### src/rtl/sel_encoder.sv
// sel_encoder: captures one of eight level-sensitive request lines, encodes
// the winning index into a registered 3-bit code and holds it under a
// valid/ready handshake. Winner selection is round-robin from the last
// transferred index (RR_EN=1) or fixed lowest-index-first (RR_EN=0).
module sel_encoder #(
  parameter int RR_EN = 1
) (
  input  logic clk,
  input  logic rst_n,
  input  logic sel0,
  input  logic sel1,
  input  logic sel2,
  input  logic sel3,
  input  logic sel4,
  input  logic sel5,
  input  logic sel6,
  input  logic sel7,
  input  logic en,
  input  logic out_ready,
  output logic adr0,
  output logic adr1,
  output logic adr2,
  output logic out_valid,
  output logic multi
);

  localparam logic IDLE = 1'b0;
  localparam logic HOLD = 1'b1;

  logic       state_q, state_d;
  logic [2:0] adr_q, adr_d;
  logic       multi_q, multi_d;
  logic [2:0] ptr_q, ptr_d;

  logic [7:0] sel_vec;
  logic       xfer;
  logic       any_sel;
  logic [2:0] ptr_eff;
  logic [2:0] win_rr;
  logic [2:0] win_fp;
  logic [2:0] win;
  logic [3:0] pop_cnt;

  assign sel_vec = {sel7, sel6, sel5, sel4, sel3, sel2, sel1, sel0};
  assign any_sel = |sel_vec;
  assign xfer    = (state_q == HOLD) && out_ready;
  // A transfer on this edge moves the pointer first, so the back-to-back
  // winner is searched from the code just handed over.
  assign ptr_eff = xfer ? adr_q : ptr_q;

  // Round-robin search: ptr+1 .. ptr+8 (mod 8), so sel[ptr] is checked last.
  always_comb begin
    logic found;
    win_rr = '0;
    found  = 1'b0;
    for (int k = 1; k <= 8; k++) begin
      if (!found && sel_vec[3'(ptr_eff + 3'(k))]) begin
        win_rr = 3'(ptr_eff + 3'(k));
        found  = 1'b1;
      end
    end
  end

  // Fixed priority: scan downward so the lowest asserted index is kept.
  always_comb begin
    win_fp = '0;
    for (int i = 7; i >= 0; i--) begin
      if (sel_vec[i]) win_fp = 3'(i);
    end
  end

  assign win = (RR_EN != 0) ? win_rr : win_fp;

  // Population count of the request lines, used to flag multi-hot captures.
  always_comb begin
    pop_cnt = '0;
    for (int i = 0; i < 8; i++) begin
      pop_cnt = pop_cnt + {3'b000, sel_vec[i]};
    end
  end

  // Next-state: capture from IDLE or on a transfer, otherwise hold the code.
  always_comb begin
    state_d = state_q;
    adr_d   = adr_q;
    multi_d = multi_q;
    ptr_d   = ptr_q;
    if (xfer) ptr_d = adr_q;
    if (((state_q == IDLE) || xfer) && en && any_sel) begin
      adr_d   = win;
      multi_d = (pop_cnt >= 4'd2);
      state_d = HOLD;
    end else if (xfer) begin
      state_d = IDLE;
    end
  end

  // State registers with synchronous active-low reset; ptr=7 makes the
  // first round-robin search start at index 0.
  always_ff @(posedge clk) begin
    if (!rst_n) begin
      state_q <= IDLE;
      adr_q   <= 3'd0;
      multi_q <= 1'b0;
      ptr_q   <= 3'd7;
    end else begin
      state_q <= state_d;
      adr_q   <= adr_d;
      multi_q <= multi_d;
      ptr_q   <= ptr_d;
    end
  end

  assign out_valid = (state_q == HOLD);
  assign adr0      = adr_q[2];
  assign adr1      = adr_q[1];
  assign adr2      = adr_q[0];
  assign multi     = multi_q;

endmodule

### config.mk
export PLATFORM = sky130hd
export DESIGN_NAME = sel_encoder
export DESIGN_NICKNAME = d
export VERILOG_FILES = /design/src/rtl/sel_encoder.sv
export SDC_FILE = /design/constraint.sdc
export NUM_CORES = 1
export LEC_CHECK = 0
export BUFFER_PORTS_ARGS = -buffer_cell sky130_fd_sc_hd__clkbuf_2
export CORE_MARGIN = 2
export CORE_UTILIZATION = 50
export CTS_BUF_LIST = sky130_fd_sc_hd__clkbuf_4
export DETAILED_ROUTE_END_ITERATION = 8
export HOLD_SLACK_MARGIN = 0.08
export PLACE_DENSITY = 0.73
export SYNTH_ARGS = -nofsm -noshare
export SYNTH_HDL_FRONTEND = slang
export SYNTH_SLANG_ARGS = --single-unit
### constraint.sdc
create_clock -name clk -period 3.3 [get_ports clk]
set_input_delay 0.165 -clock clk [delete_from_list [all_inputs] [get_ports clk]]
set_output_delay 0.165 -clock clk [all_outputs]
set_load 0.005 [all_outputs]
==> impl_results.md <==
* Outcome: finished, final reports clean
* Synth area leader: dfxtp_1
* Fill cells at 259
* Register area share after synthesis at 10.9%
* Vias in the first global route at 1,488
* Main area contributors after synthesis: dfxtp_1, mux4_2, fa_1, nand3_1, ha_1
* Multi-input gate area at 1190 um^2
* Drt pass-1 iters at 4
* Setup slack, reg-to-reg at 0.21 ns
* Syn avg cell area at 7.81 um^2
* Layout area overhead at 9.46%
* Critical Path Start Type: flop
* Mapped Cells at 188
* Max cap viols at 0
* Crit path capture type: flop
* Post-Syn Area at 1470 um^2
* Mapped Nets at 210
* Drt wl/cell at 16.6 um
* Synth warn at 0
* Worst r2r dst: adr_q[0]$_SDFFE_PN0P_
* RSZ-0062 raised after global routing: no
* Gr usage total at 26.1%
* Number of synthesized flops with an enable pin at 0
* Crit path capture: adr_q[0]$_SDFFE_PN0P_
* Worst-path clk slew at 0.05 ns
* CTS tree: done
* Max IR drop VDD at 0.000282 V
* Worst skew pair latency at 0.26 ns
* Total power at 0.594 mW
* HP Class: in -> reg
* Hold buffers post-CTS at 0
* Setup ws final at 0.212 ns
* # diodes at 0
* I/O pin count at 17
* Period utilization at 93.6%
* FF-to-FF Start: out_valid$_SDFFE_PN0P_
* Placer Congestion at 0.920
* Crit path required time at 3.45 ns
* Relative slew slack at 62.9%
* Vias per cell at 6.53
* Initial antenna violation count at 0
* Tmin final at 3.09 ns
* Setup TNS Final at 0 ns
* Port Buf Inserts at 16
* Post-CTS setup buffer count at 0
* DP Area at 1580 um^2
* DR DRC count at 0
* Yosys cell types at 56
* Count of final setup violators at 0
* Die ar. at 3380 um^2
* CP max FO at 14
* Yosys reg bits at 8
* Clock buffer depth at 2
* Final nets at 230
* DR iter-0 viols at 102
* Place WS at 0.133 ns
* P_leak at 0.708 nW
* Total core area at 2780 um^2
* Grt ovf at 0
* Fmax at 0.324 GHz
* PD cells at 370 nW/um^2
* Hold Violations, Final at 0
* Final wirelength at 3950 um
* CP Data Arrival Time at 3.24 ns
* CTS Buf Count at 3
* Total number of vias at 1,548
* Htree depth at 1
* DP Wirelength at 3170 um
* Synth top area share at 10.9%
* First-pass GRT wire length at 6790 um
* Sink Count at 8
* Layout cells sized above 1 at 22.8%
* Predominant post-synthesis flop cell: dfxtp_1
* Die width at 58.2 um
* Worst setup startpoint: out_valid$_SDFFE_PN0P_
* Largest net degree at the start of global routing at 15
* Skew final at 0.00310 ns
* Starting density of the core at 52.8%
* PostCTS Resize Cnt at 0
* Critical path class: reg -> reg
* Synth top cells by count: nand2_1, nand3_1, inv_1
* FFs w/ async S/R, synth at 0%
* Max Slew Vio Count at 0
* Count leader, synth: nand2_1
* Area occupied by registers at 161 um^2
* Clock Tree Root: clkbuf_4
* Detail Route Antenna Nets at 0
* Fin area at 1610 um^2
* Worst slew pin tran at 0.553 ns
* Vert. Die Dim at 58.2 um
* R2R depth at 9
* Row count at 19
worst min path at each step:
stage,from,endpoint,depth (start not counted),slack (ns)
floorplan,en,out_valid$_SDFFE_PN0P_,2,0.31
global placement,en,out_valid$_SDFFE_PN0P_,3,0.41
detailed placement,en,out_valid$_SDFFE_PN0P_,3,0.43
CTS,en,out_valid$_SDFFE_PN0P_,3,0.15
global route,en,out_valid$_SDFFE_PN0P_,3,0.18
finish,en,out_valid$_SDFFE_PN0P_,3,0.14
state kept, by name (all words and copies together), names as in the netlist:
register,count
out_valid,1
multi,1
ptr_q,3
adr_q,3
metrics by stage:
| stage | hold slack, ns | cells | util (%) |
|---|---|---|---|
| 3_3_place_gp | 0.413 | 234 | 56.9 |
| 5_1_grt | 0.177 | 237 | 57.8 |
| 6_report | 0.144 | 237 | 57.8 |
| 4_1_cts | 0.154 | 237 | 57.7 |
| 3_5_place_dp | 0.426 | 234 | 56.9 |
| 2_1_floorplan | 0.310 | 188 | - |
report_power, final:
group	internal [mW]	switching, mW	total (mW)
sequential	0.108	0.0121	0.120
clock	0.0417	0.0344	0.0761
combinational	0.172	0.226	0.398
worst max-delay path, cell delays in order (launching register included):
cell and delay [ns]:
dfxtp_2 0.39, a21boi_2 0.45, nor2_8 0.08, ha_1 0.29, xnor2_1 0.29, mux4_2 0.61, o2111ai_2 0.17, nor2_1 0.12
o41a_1 0.38, and3_1 0.18
cell families after synthesis:
kind of cell,after synthesis,share of synthesized area (%)
compound gates,60,29.8
flops,8,10.9
mux,10,12.0
xor+xnor,3,1.79
simple gates,74,27.1
buf+inv,23,7.84
fa+ha+maj,10,10.6
per-layer routing:
metal	vias up	share of wire [%]	GRT usage, %
li1	752	-	-
met1	728	44	34.3
met2	61	48	43.8
met3	7	7.0	2.23
met4	0	1.6	10.6
met5	-	0	0
layout by cell type (no fill, tap or decap), types with 2 or more instances in the layout:
| cell | instances |
|---|---|
| nor2b_1 | 2 |
| nand2_1 | 18 |
| nor2_1 | 9 |
| a21bo_2 | 3 |
| a22oi_1 | 2 |
| and4b_1 | 2 |
| and3_1 | 5 |
| dfxtp_1 | 7 |
| a31oi_1 | 3 |
| fa_1 | 4 |
| nand4_1 | 4 |
| a21o_1 | 3 |
| a221oi_1 | 3 |
| o211ai_1 | 4 |
| inv_1 | 13 |
| clkbuf_2 | 16 |
| ha_1 | 6 |
| and2_1 | 2 |
| o221ai_1 | 2 |
| mux2i_1 | 3 |
| xnor2_1 | 2 |
| o21ai_1 | 2 |
| o21ai_0 | 9 |
| nor3_1 | 7 |
| clkbuf_4 | 3 |
| a211oi_1 | 3 |
| a31o_2 | 2 |
| buf_4 | 7 |
| nand2b_1 | 2 |
| nand3_1 | 16 |
| mux4_2 | 6 |
| a21oi_1 | 11 |
area by class of cell:
| type | instances | share of cell area (%) |
|---|---|---|
| sequential | 8 | 10.0 |
| clock buffer | 3 | 1.40 |
| inverter | 15 | 3.66 |
| timing repair buffer | 23 | 8.26 |
| tap | 31 | 2.41 |
| multi-input combinational | 157 | 74.2 |
Power figures use the tool's default switching activity.
